**config.mk**
```make
export PLATFORM = sky130hd
export DESIGN_NAME = neural_cmd_sequencer_flat
export DESIGN_NICKNAME = d
export VERILOG_FILES = /design/src/rtl/neural_cmd_sequencer_if.sv /design/src/rtl/neural_cmd_sequencer.sv /design/src/flat_wrapper.sv
export SDC_FILE = /design/constraint.sdc
export NUM_CORES = 1
export LEC_CHECK = 0
export ABC_CLOCK_PERIOD_IN_PS = 4300
export BUFFER_PORTS_ARGS = -buffer_cell sky130_fd_sc_hd__buf_2
export CAP_MARGIN = 10
export CORE_MARGIN = 4
export CORE_UTILIZATION = 55
export CTS_CLUSTER_SIZE = 8
export DETAILED_ROUTE_END_ITERATION = 10
export PLACE_DENSITY = 0.76
export SLEW_MARGIN = 20
export SYNTH_ARGS = -nofsm -noshare
export SYNTH_HDL_FRONTEND = slang
export SYNTH_SLANG_ARGS = --single-unit
```
**constraint.sdc**
```tcl
create_clock -name clk -period 4.3 [get_ports clk]
set_input_delay 0 -clock clk [delete_from_list [all_inputs] [get_ports clk]]
set_output_delay 0 -clock clk [all_outputs]
set_load 0.1 [all_outputs]
```
**src/rtl/neural_cmd_sequencer_if.sv**
```systemverilog
// neural_cmd_sequencer_if: host command push port and result pop port, both valid/ready.
interface neural_cmd_sequencer_if;
    logic        cmd_valid;
    logic        cmd_ready;
    logic        cmd_type;
    logic [15:0] cmd_data;
    logic        res_valid;
    logic        res_ready;
    logic [15:0] res_data;
    modport master (output cmd_valid, cmd_type, cmd_data, res_ready, input cmd_ready, res_valid, res_data);
    modport slave  (input cmd_valid, cmd_type, cmd_data, res_ready, output cmd_ready, res_valid, res_data);
endinterface

```
**src/rtl/neural_cmd_sequencer.sv**
```systemverilog
// neural_cmd_sequencer: buffers host commands and turns them into accelerator load/compute strobes.
// Optional WAIT watchdog enabled by defining NEURAL_CMD_SEQ_TIMEOUT_EN.
module neural_cmd_sequencer #(
    parameter int FIFO_DEPTH   = 8,
    parameter int WEIGHT_COUNT = 128
`ifdef NEURAL_CMD_SEQ_TIMEOUT_EN
    , parameter int TIMEOUT_CYCLES = 1024
`endif
) (
    input  logic                            clk,
    input  logic                            rst,
    neural_cmd_sequencer_if.slave           bus,
    output logic                            o_weight_load,
    output logic [15:0]                     o_weight_data,
    output logic                            o_compute_start,
    output logic [15:0]                     o_input_data,
    input  logic [15:0]                     i_output_data,
    input  logic                            i_compute_done,
    output logic                            o_busy,
    output logic [$clog2(WEIGHT_COUNT)-1:0] o_weight_cnt,
    output logic                            o_weights_full,
    output logic                            o_timeout_err
);
    localparam int AW = $clog2(FIFO_DEPTH);
    localparam int CW = $clog2(WEIGHT_COUNT);
    typedef enum logic [1:0] {IDLE, LOAD, START, WAIT} state_t;
    state_t          r_state, w_next;
    logic [16:0]     r_mem [FIFO_DEPTH];
    logic [AW:0]     r_wr_ptr, r_rd_ptr;
    logic            w_full, w_empty, w_push, w_pop, w_expire;
    logic [16:0]     w_head;
    logic            r_res_valid, r_weight_load, r_compute_start, r_weights_full;
    logic [15:0]     r_res_data, r_weight_data, r_input_data;
    logic [CW-1:0]   r_weight_cnt;

    assign w_empty         = r_wr_ptr == r_rd_ptr;
    assign w_full          = (r_wr_ptr[AW] != r_rd_ptr[AW]) && (r_wr_ptr[AW-1:0] == r_rd_ptr[AW-1:0]);
    assign w_push          = bus.cmd_valid && !w_full;
    assign w_head          = r_mem[r_rd_ptr[AW-1:0]];
    assign bus.cmd_ready   = !w_full;
    assign bus.res_valid   = r_res_valid;
    assign bus.res_data    = r_res_data;
    assign o_weight_load   = r_weight_load;
    assign o_weight_data   = r_weight_data;
    assign o_compute_start = r_compute_start;
    assign o_input_data    = r_input_data;
    assign o_weight_cnt    = r_weight_cnt;
    assign o_weights_full  = r_weights_full;
    assign o_busy          = (r_state != IDLE) || !w_empty;

`ifdef NEURAL_CMD_SEQ_TIMEOUT_EN
    localparam int TW = $clog2(TIMEOUT_CYCLES + 1);
    logic [TW-1:0] r_tcnt;
    logic          r_timeout_err;
    // counter is zero on the first WAIT cycle, so expiry lands on the TIMEOUT_CYCLES-th one
    assign w_expire      = (r_state == WAIT) && !i_compute_done && (r_tcnt == TW'(TIMEOUT_CYCLES - 1));
    assign o_timeout_err = r_timeout_err;
    always_ff @(posedge clk) begin
        if (rst) begin
            r_tcnt        <= '0;
            r_timeout_err <= 1'b0;
        end else begin
            r_tcnt <= (r_state == WAIT) ? r_tcnt + 1'b1 : '0;
            if (w_expire) r_timeout_err <= 1'b1;
        end
    end
`else
    assign w_expire      = 1'b0;
    assign o_timeout_err = 1'b0;
`endif

    always_ff @(posedge clk) begin
        if (w_push) r_mem[r_wr_ptr[AW-1:0]] <= {bus.cmd_type, bus.cmd_data};
    end

    // samples stall at the head while an unconsumed result is held
    always_comb begin
        w_next = r_state;
        w_pop  = 1'b0;
        case (r_state)
            IDLE: if (!w_empty && (!w_head[16] || !r_res_valid)) begin
                w_pop  = 1'b1;
                w_next = w_head[16] ? START : LOAD;
            end
            LOAD:    w_next = IDLE;
            START:   w_next = WAIT;
            WAIT:    w_next = (i_compute_done || w_expire) ? IDLE : WAIT;
            default: w_next = IDLE;
        endcase
    end

    always_ff @(posedge clk) begin
        if (rst) begin
            r_state         <= IDLE;
            r_wr_ptr        <= '0;
            r_rd_ptr        <= '0;
            r_weight_load   <= 1'b0;
            r_compute_start <= 1'b0;
            r_weight_data   <= '0;
            r_input_data    <= '0;
            r_weight_cnt    <= '0;
            r_weights_full  <= 1'b0;
            r_res_valid     <= 1'b0;
            r_res_data      <= '0;
        end else begin
            r_state         <= w_next;
            r_weight_load   <= w_pop && !w_head[16];
            r_compute_start <= w_pop && w_head[16];
            if (w_push) r_wr_ptr <= r_wr_ptr + 1'b1;
            if (w_pop) r_rd_ptr <= r_rd_ptr + 1'b1;
            if (w_pop && !w_head[16]) r_weight_data <= w_head[15:0];
            if (w_pop && w_head[16]) r_input_data <= w_head[15:0];
            if (r_state == LOAD) begin
                r_weight_cnt <= (r_weight_cnt == CW'(WEIGHT_COUNT - 1)) ? '0 : r_weight_cnt + 1'b1;
                if (r_weight_cnt == CW'(WEIGHT_COUNT - 1)) r_weights_full <= 1'b1;
            end
            if ((r_state == WAIT) && i_compute_done) begin
                r_res_data  <= i_output_data;
                r_res_valid <= 1'b1;
            end else if (w_expire) begin
                r_res_data  <= 16'hDEAD;
                r_res_valid <= 1'b1;
            end else if (r_res_valid && bus.res_ready) begin
                r_res_valid <= 1'b0;
            end
        end
    end
endmodule

```
**src/flat_wrapper.sv**
```systemverilog
// flat-port wrapper written by rule: the top's interface ports become plain ports
module neural_cmd_sequencer_flat 
#(
    parameter int FIFO_DEPTH   = 8,
    parameter int WEIGHT_COUNT = 128

)
  (clk, rst, o_weight_load, o_weight_data, o_compute_start, o_input_data, i_output_data, i_compute_done, o_busy, o_weight_cnt, o_weights_full, o_timeout_err, bus_cmd_valid, bus_cmd_type, bus_cmd_data, bus_res_ready, bus_cmd_ready, bus_res_valid, bus_res_data);
  neural_cmd_sequencer_if bus_i ();
  input  logic clk;
  input  logic rst;
  output logic o_weight_load;
  output logic [15:0] o_weight_data;
  output logic o_compute_start;
  output logic [15:0] o_input_data;
  input  logic [15:0] i_output_data;
  input  logic i_compute_done;
  output logic o_busy;
  output logic [$clog2(WEIGHT_COUNT)-1:0] o_weight_cnt;
  output logic o_weights_full;
  output logic o_timeout_err;
  input wire logic [$bits(bus_i.cmd_valid)-1:0] bus_cmd_valid;
  input wire logic [$bits(bus_i.cmd_type)-1:0] bus_cmd_type;
  input wire logic [$bits(bus_i.cmd_data)-1:0] bus_cmd_data;
  input wire logic [$bits(bus_i.res_ready)-1:0] bus_res_ready;
  output wire logic [$bits(bus_i.cmd_ready)-1:0] bus_cmd_ready;
  output wire logic [$bits(bus_i.res_valid)-1:0] bus_res_valid;
  output wire logic [$bits(bus_i.res_data)-1:0] bus_res_data;
  assign bus_i.cmd_valid = bus_cmd_valid;
  assign bus_i.cmd_type = bus_cmd_type;
  assign bus_i.cmd_data = bus_cmd_data;
  assign bus_i.res_ready = bus_res_ready;
  assign bus_cmd_ready = bus_i.cmd_ready;
  assign bus_res_valid = bus_i.res_valid;
  assign bus_res_data = bus_i.res_data;
  neural_cmd_sequencer #(.FIFO_DEPTH(FIFO_DEPTH), .WEIGHT_COUNT(WEIGHT_COUNT)) u_core (.clk(clk), .rst(rst), .bus(bus_i), .o_weight_load(o_weight_load), .o_weight_data(o_weight_data), .o_compute_start(o_compute_start), .o_input_data(o_input_data), .i_output_data(i_output_data), .i_compute_done(i_compute_done), .o_busy(o_busy), .o_weight_cnt(o_weight_cnt), .o_weights_full(o_weights_full), .o_timeout_err(o_timeout_err));
endmodule
```
==> results of run 1 <==
per-stage QoR:
stage	instance area, um^2	instances
floorplan	8050	519
global placement	8700	777
detailed placement	8700	777
CTS	9870	863
global route	9870	863
finish	9870	863
metal layers:
layer | global-route usage | vias up
met1 | 0.276 | 2361
met5 | 0 | -
met3 | 0.0353 | 26
met2 | 0.355 | 176
met4 | 0.0605 | 0
li1 | - | 2257
cell families after synthesis:
family / count (synthesis)
compound gates: 72
xor+xnor: 13
fa+ha+maj: 3
buf+inv: 34
flops: 208
mux: 57
other cells: 1
simple gates: 131
power groups by stage:
stage	Combinational, mW	Clock (mW)	Sequential [mW]
4_1_cts	2.55	2.03	2.52
5_1_grt	2.67	2.14	2.56
2_1_floorplan	0.989	0	3.68
3_3_place_gp	2.48	0	2.55
6_report	2.55	2.00	2.53
3_5_place_dp	2.52	0	2.56
placed cells by master (no fill, tap or decap), types with 19 or more instances in the layout:
cell	instances
a21oi_1	22
buf_2	98
clkbuf_1	19
clkbuf_16	29
dfxtp_1	71
dlygate4sd3_1	37
edfxtp_1	136
mux2i_1	21
mux4_2	32
nand2_1	40
nor2_1	55
worst min-delay path by stage:
| stage | startpoint | endpoint | slack [ns] | cells after the start |
|---|---|---|---|---|
| 2_1_floorplan | bus_cmd_data[0] | u_core.r_mem[0][0] | 0.1 | 0 |
| 3_3_place_gp | i_output_data[10] | u_core.bus.res_data[10] | 0.24 | 3 |
| 3_5_place_dp | i_output_data[5] | u_core.bus.res_data[5] | 0.25 | 3 |
| 4_1_cts | i_output_data[5] | u_core.bus.res_data[5] | 0.27 | 4 |
| 5_1_grt | i_output_data[0] | u_core.bus.res_data[0] | 0.29 | 4 |
| 6_report | i_output_data[8] | u_core.bus.res_data[8] | 0.28 | 4 |
what timing repair did:
action,4_1_cts,5_1_grt
hold endpoints to repair,165,0
setup endpoints to repair,0,0
hold buffers,37,0
sequential cells by signal, indices dropped and copies added (netlist names), named ones only:
name and cells:
u_core.bus.res_data 16, u_core.bus.res_valid 1, u_core.o_compute_start 1, u_core.o_input_data 16
u_core.o_weight_cnt 7, u_core.o_weight_data 16, u_core.o_weight_load 1, u_core.o_weights_full 1
u_core.r_mem 136, u_core.r_rd_ptr 4, u_core.r_state 2, u_core.r_wr_ptr 4
worst max-delay path, cell delays in order (launching register included):
cell and delay (ns):
dfxtp_1 0.61, xor2_2 0.30, nor2_1 0.11, nand3_1 0.13, nand3_1 0.22, nor2_2 0.88
area by class of cell:
cell class / instances / area (um^2)
Inverter: 3 / 11.3
Multi-Input combinational cell: 277 / 2360
Timing Repair Buffer: 146 / 943
Clock inverter: 1 / 8.76
Tap cell: 180 / 225
Sequential cell: 208 / 5530
Fill cell: 899 / 4220
Clock buffer: 48 / 797
==> results.cfg, run 1 <==
[pwr]
p_sw_mw = 2.87
share_seq_of_total_power = 0.357
power_frac_comb = 0.361
p_total_mw = 7.08
pwr-share-clk = 0.282
p_int_mw = 4.20
switching_share = 0.406
power_density_nw_per_um2 = 717
p_leak_nw = 3.47
vdd_drop_max_uv = 388

[clock_network]
cts_root_buffer = clkbuf_16
cts_tree = yes
clk_path_buf_depth = 3
cts-buffers-inserted = 29
post-cts-setup-buffers = 0
h-tree-depth = 1
worst_skew_pair.late_latency_ns = 0.52
ctsResizeCount = 0
clock-sinks = 208
path_clk_slew_ns = 0.05

[synthesis]
synth_top_family_by_area = multiplexers
synth_top_area_frac = 0.507
ys_seq_elements = 208
synth-adder-area-share = 0.00466
synthMuxAreaShare = 0.121
synth_edf_count = 136
ys_types = 45
async_flop_share = 0
synthesis.area_um2 = 8050
synth_nets = 560
synth.area.top_cells = edfxtp_1 (51%), dfxtp_1 (18%), mux4_2 (9.0%)
ys_seq_area_frac = 0.686
yosysTopAreaCell = edfxtp_1
yosys.area_share.simple = 0.0721
avgSynthCellArea_um2 = 15.5
ys_top_cells_by_count = edfxtp_1 (136), dfxtp_1 (72), nor2_1 (57), nand2_1 (40), mux4_2 (32)
post-synth-top-count-cell = edfxtp_1
synth-main-ff-cell = edfxtp_1
syn-instance-count = 519
synth_xor_area_frac = 0.0160
synth-compound-area-share = 0.0761
ys_warn_count = 0

[placed_design]
hpwlAfterDp_um = 10300
gp_congestion = 0.781
dp_slack_ns = 1.67
port_buffers = 98

[timing]
worst_slack_ns = 1.67
relSlewSlack = 0.284
tns_ns = 0
rsz0062_at_grt = no
fmaxAchievable_mhz = 380
slew_violations = 0
holdWs_ns = 0.284
period_share = 0.612
worst_slew_pin_slew_ns = 1.07
final.setup_skew_ns = 0.0110
setup-violations-final = 0
period_minus_slack_ns = 2.63
timing.final.hold_violations = 0

[floorplanning]
rows = 43
core_area_um2 = 14100
die-area_um2 = 16600
initial_utilization = 0.571
num_io_pins = 100
die_w_um = 129
fp.dieH_um = 129

[worst_setup_path]
cp_data_required_time_ns = 4.43
crit_start = u_core.r_wr_ptr[0]
cp-endpoint = u_core.r_mem[6][4]
crit_type = reg -> reg
r2r_cells = 5
r2r-end = u_core.r_mem[6][4]
timing.rr.start = u_core.r_wr_ptr[0]
worstSetupEndpointType = flop
crit_arrival_ns = 2.76
worst-r2r-setup-slack_ns = 1.67
cp-start-kind = flop
worstPathMaxFanout = 17

[grt]
grt.overflow.total = 0
grt_pass1_vias = 4946
grt_max_degree = 42
grt_pass1_wl_um = 26800
track_usage = 0.208
antenna_found_initial = 0

[layout]
insertedDiodeCount = 0
utilization = 0.700
nNetsFinal = 706
drive_gt1_frac = 0.303
area_growth_pct = 22.6

[detailed_routing]
drc_errors = 0
post_drt_wl_per_cell_um = 19.6
route.met2.wl_um = 8310
drt-initial-drc-count = 379
met1_length_um = 7100
route.antenna.remaining_nets = 0
drt_pass1_iterations = 4
wl_um = 16900
topRoutingLayerUsed = met4
wl_met3_um = 1120
via_count = 4820
vias_per_cell = 5.59

[status]
status = finished, final reports clean

[run]
cap_viol_max_count = 0

[min_path]
min_path_type = in -> reg
Power figures use the tool's default switching activity.
==> inputs of run 2 (changes only) <==
--- a/config.mk
+++ b/config.mk
@@ -5,7 +5,7 @@
 export SDC_FILE = /design/constraint.sdc
 export NUM_CORES = 1
 export LEC_CHECK = 0
-export ABC_CLOCK_PERIOD_IN_PS = 4300
+export ABC_CLOCK_PERIOD_IN_PS = 2500
 export BUFFER_PORTS_ARGS = -buffer_cell sky130_fd_sc_hd__buf_2
 export CAP_MARGIN = 10
 export CORE_MARGIN = 4
==> constraint.sdc (replaced) <==
create_clock -name clk -period 2.5 [get_ports clk]
set_input_delay 0 -clock clk [delete_from_list [all_inputs] [get_ports clk]]
set_output_delay 0 -clock clk [all_outputs]
set_load 0.1 [all_outputs]
==> run 2 against run 1 <==
  * Clock power is 71% higher
  * First-iteration DRC count fell by 18%
  * Fmax is 21% higher
  * Largest cell class unchanged
==> results.cfg, run 2 (synthesis gave the netlist of run 1 again) <==
[status]
status = finished, final reports clean

[detailed_routing]
post_drt_wl_per_cell_um = 18.8
vias_per_cell = 5.52
route.antenna.remaining_nets = 0
drt-initial-drc-count = 312
drc_errors = 0
wl_um = 16300
via_count = 4791
drt_pass1_iterations = 4

[floorplanning]
die_w_um = 129
die-area_um2 = 16600
fp.dieH_um = 129
core_area_um2 = 14100
initial_utilization = 0.571
num_io_pins = 100
rows = 43

[layout]
area_growth_pct = 23.4
drive_gt1_frac = 0.311
fin_area_um2 = 9940
largest_reg_flops = 136
layout_common_cells = edfxtp_1 (136), buf_2 (98), dfxtp_1 (71)
utilization = 0.705
layout.cells.most_common = edfxtp_1
fin_cells = 868
nNetsFinal = 711
fillCellCount = 880

[timing]
worst_slew_pin_slew_ns = 0.707
setup-violations-final = 0
worst_slack_ns = 0.326
final.setup_skew_ns = 0.0103
period_minus_slack_ns = 2.17
slew_violations = 0
timing.final.hold_violations = 0
period_share = 0.870
tns_ns = 0
relSlewSlack = 0.529
rsz0062_at_grt = no
fmaxAchievable_mhz = 460

[clock_network]
path_clk_slew_ns = 0.05
clk_path_buf_depth = 3
worst_skew_pair.late_latency_ns = 0.52
cts_root_buffer = clkbuf_16
h-tree-depth = 1
clock-sinks = 208
post-cts-setup-buffers = 0
cts_tree = yes
cts-buffers-inserted = 29

[placed_design]
dp_slack_ns = 0.330
port_buffers = 98
dpl_cell_area_um2 = 8770
hpwlAfterDp_um = 9890
place_inst = 783
gp_congestion = 0.788

[worst_setup_path]
cp-start-kind = flop
r2r-end = u_core.r_mem[0][14]
worstPathMaxFanout = 17
cp_data_required_time_ns = 2.74
crit_type = reg -> reg
worstSetupEndpointType = flop
r2r_cells = 5
crit_arrival_ns = 2.42
timing.rr.start = u_core.r_wr_ptr[1]
worst-r2r-setup-slack_ns = 0.33

[grt]
grt_pass1_wl_um = 26100
grt_pass1_vias = 4915
track_usage = 0.200
antenna_found_initial = 1
grt_max_degree = 38
grt.overflow.total = 0

[min_path]
hold_end = u_core.r_rd_ptr[2]
min_path_type = in -> reg
hold_depth = 2
min_from = rst

[pwr]
vdd_drop_max_uv = 681
power_density_nw_per_um2 = 1230
p_leak_nw = 3.51

[run]
cap_viol_max_count = 0
==> run 2: worst max path at each step <==
stage | start | endpoint | slack [ns]
after floorplan | u_core.r_wr_ptr[0] | u_core.r_mem[6][0] | 0.03
after global placement | u_core.r_wr_ptr[1] | u_core.r_mem[0][6] | 0.41
after detailed placement | u_core.r_wr_ptr[1] | u_core.r_mem[0][10] | 0.33
after CTS | u_core.r_wr_ptr[1] | u_core.r_mem[0][7] | 0.32
after global routing | u_core.r_wr_ptr[1] | u_core.o_input_data[5] | 0.17
final | u_core.r_wr_ptr[1] | u_core.r_mem[0][14] | 0.33
==> run 2: power breakdown <==
group	internal (mW)	leakage, nW	switching, mW
Clock	2.13	0.383	1.30
Sequential	4.05	1.82	0.232
Combinational	1.09	1.30	3.37
==> run 2: final cells by class <==
type	instances	area [um^2]	area share
well taps	180	225	0.0227
clock buffers	47	793	0.0798
repair buffers	151	1000	0.101
flip-flops and latches	208	5530	0.556
clock inverters	1	8.76	0.000881
diodes	1	2.50	0.000252
multi-input cells	277	2370	0.238
inverters	3	11.3	0.00113
==> run 2: repair_timing <==
action,in CTS,in global routing
resized for setup,0,0
endpoints found under the setup margin,0,0
hold endpoints to repair,159,0
hold buffers,36,0
==> run 2: stage by stage <==
step | total power, mW | hold slack, ns
6_report | 12.2 | 0.0232
3_3_place_gp | 8.68 | 0.243
2_1_floorplan | 8.03 | 0.0989
3_5_place_dp | 8.75 | 0.246
5_1_grt | 12.7 | 0.0550
4_1_cts | 12.3 | 0.00629
==> run 2: routing by layer <==
metal	vias up	global-route usage	wire (um)
met5	-	0	0
met4	0	0.0488	252
met3	29	0.0390	1290
met2	159	0.338	8020
met1	2336	0.272	6740
li1	2267	-	-
==> run 2: worst max-delay path, cell delays in order (launching register included) <==
cell	delay, ns
dfxtp_1	0.58
xor2_2	0.18
o41ai_2	0.61
or2_2	0.25
nor3_2	0.04
buf_4	0.23
==> inputs of run 3 (changes only) <==
--- a/config.mk
+++ b/config.mk
@@ -5,7 +5,7 @@
 export SDC_FILE = /design/constraint.sdc
 export NUM_CORES = 1
 export LEC_CHECK = 0
-export ABC_CLOCK_PERIOD_IN_PS = 2500
+export ABC_CLOCK_PERIOD_IN_PS = 2600
 export BUFFER_PORTS_ARGS = -buffer_cell sky130_fd_sc_hd__buf_2
 export CAP_MARGIN = 10
 export CORE_MARGIN = 4
==> constraint.sdc (replaced) <==
create_clock -name clk -period 2.6 [get_ports clk]
set_input_delay 0 -clock clk [delete_from_list [all_inputs] [get_ports clk]]
set_output_delay 0 -clock clk [all_outputs]
set_load 0.1 [all_outputs]
==> run 3 against run 2 <==
  * Register-to-register slack better by 0.05 ns
  * Via count down 0.77%
  * Global-route usage up 0.11 points
  * Cell count down 1.4%
  * Worst setup slack better by 0.050 ns
  * Sequential power down 4%
  * Power down 4.9%
  * Final area down 0.58%
==> results.cfg, run 3 (synthesis gave the netlist of run 1 again) <==
[worst_setup_path]
worstSetupEndpointType = flop
crit_type = reg -> reg
worstPathMaxFanout = 17
path_cells = xor2_2 > o41ai_2 > or2_2 > nor2_1 > buf_4
crit_path_top_delay_cell = o41ai_2
cp_data_required_time_ns = 2.85
crit_arrival_ns = 2.47
cpPeakStageDelay_ns = 0.62
cp-start-kind = flop

[clock_network]
cts_hold_buf = 36
cts_root_buffer = clkbuf_16
cts-buffers-inserted = 29
ctsResizeCount = 0
h-tree-depth = 1
post-cts-setup-buffers = 0
clock-sinks = 208
clk_path_buf_depth = 3
cts_tree = yes
path_clk_slew_ns = 0.05
worst_skew_pair.late_latency_ns = 0.52

[floorplanning]
initial_utilization = 0.571
rows = 43
die_w_um = 129
fp.dieH_um = 129
die-area_um2 = 16600
core_area_um2 = 14100
num_io_pins = 100

[timing]
relSlewSlack = 0.534
setup-violations-final = 0
tns_ns = 0
holdWs_ns = 0.0222
timing.final.hold_violations = 0
slew_violations = 0
final.setup_skew_ns = 0.0104
period_share = 0.855
worst_slew_pin_slew_ns = 0.698
fmaxAchievable_mhz = 450
period_minus_slack_ns = 2.22
rsz0062_at_grt = no

[pwr]
p_leak_nw = 3.49
power_frac_comb = 0.369
pwr-share-clk = 0.275
share_seq_of_total_power = 0.356
power_density_nw_per_um2 = 1170
p_sw_mw = 4.68
p_int_mw = 6.89
vdd_drop_max_uv = 546
switching_share = 0.404

[layout]
largest_reg_flops = 136
nNetsFinal = 711
utilization = 0.701
area_growth_pct = 22.7
layout_common_cells = edfxtp_1 (136), buf_2 (98), dfxtp_1 (71)
layout.cells.most_common = edfxtp_1
drive_gt1_frac = 0.317

[grt]
track_usage = 0.201
antenna_found_initial = 1
grt_pass1_vias = 5020
grt_max_degree = 38
grt_pass1_wl_um = 26300
grt.overflow.total = 0

[detailed_routing]
drt-initial-drc-count = 268
via_count = 4754
drt_pass1_iterations = 4
wl_um = 16300
route.antenna.remaining_nets = 0
post_drt_wl_per_cell_um = 19.0
vias_per_cell = 5.55
drc_errors = 0

[min_path]
min_path_type = in -> reg

[status]
status = finished, final reports clean

[placed_design]
gp_congestion = 0.799
hpwlAfterDp_um = 10100
port_buffers = 98

[run]
cap_viol_max_count = 0
==> run 3: per-layer routing <==
layer	routed length [um]	share of wire	vias to the layer above	track usage
met3	1070	0.066	26	0.0432
met4	320	0.020	0	0.0519
met1	6900	0.42	2313	0.269
met2	7960	0.49	162	0.340
met5	0	0	-	0
li1	-	-	2253	-
==> run 3: final cells by class <==
cell class | count | area (um^2)
antenna | 1 | 2.50
clock buffer | 35 | 748
clock inverter | 1 | 8.76
fill | 878 | 4220
inverter | 3 | 11.3
multi-input combinational | 277 | 2370
sequential | 208 | 5530
tap | 180 | 225
timing repair buffer | 151 | 991
==> run 3: critical path: cells and delay by family (launching register included) <==
kind	cells	cell delay, ns
buffers and inverters	1	0.21
XOR/XNOR	1	0.19
AO/OA/AOI/OAI	1	0.62
flip-flops	1	0.60
AND/OR/NAND/NOR	2	0.32
==> run 3: power groups by stage <==
stage | Clock [mW] | Combinational (mW) | Sequential [mW]
after floorplan | 0 | 1.64 | 6.08
after global placement | 0 | 4.18 | 4.15
after detailed placement | 0 | 4.24 | 4.17
after CTS | 3.25 | 4.29 | 4.12
after global routing | 3.40 | 4.50 | 4.16
final | 3.18 | 4.26 | 4.12
==> run 3: path summary, 6_finish.rpt <==
kind | startpoint | end | slack (ns) | cells after the start
worst max register to register | u_core.r_wr_ptr[1] | u_core.r_mem[3][8] | 0.38 | 5
worst min register to register | u_core.bus.res_data[4] | u_core.bus.res_data[4] | 0.45 | 2
worst max-delay path | u_core.r_wr_ptr[1] | u_core.r_mem[3][8] | 0.38 | 5
worst min-delay path | rst | u_core.r_wr_ptr[3] | 0.02 | 2
==> run 3: stage by stage <==
step	power [mW]	worst slack, ns	area [um^2]	cells
after floorplan	7.72	0.126	8080	519
after global placement	8.33	0.495	8760	783
after detailed placement	8.41	0.421	8760	783
after CTS	11.7	0.379	9880	855
after global routing	12.1	0.198	9880	856
final	11.6	0.376	9880	856
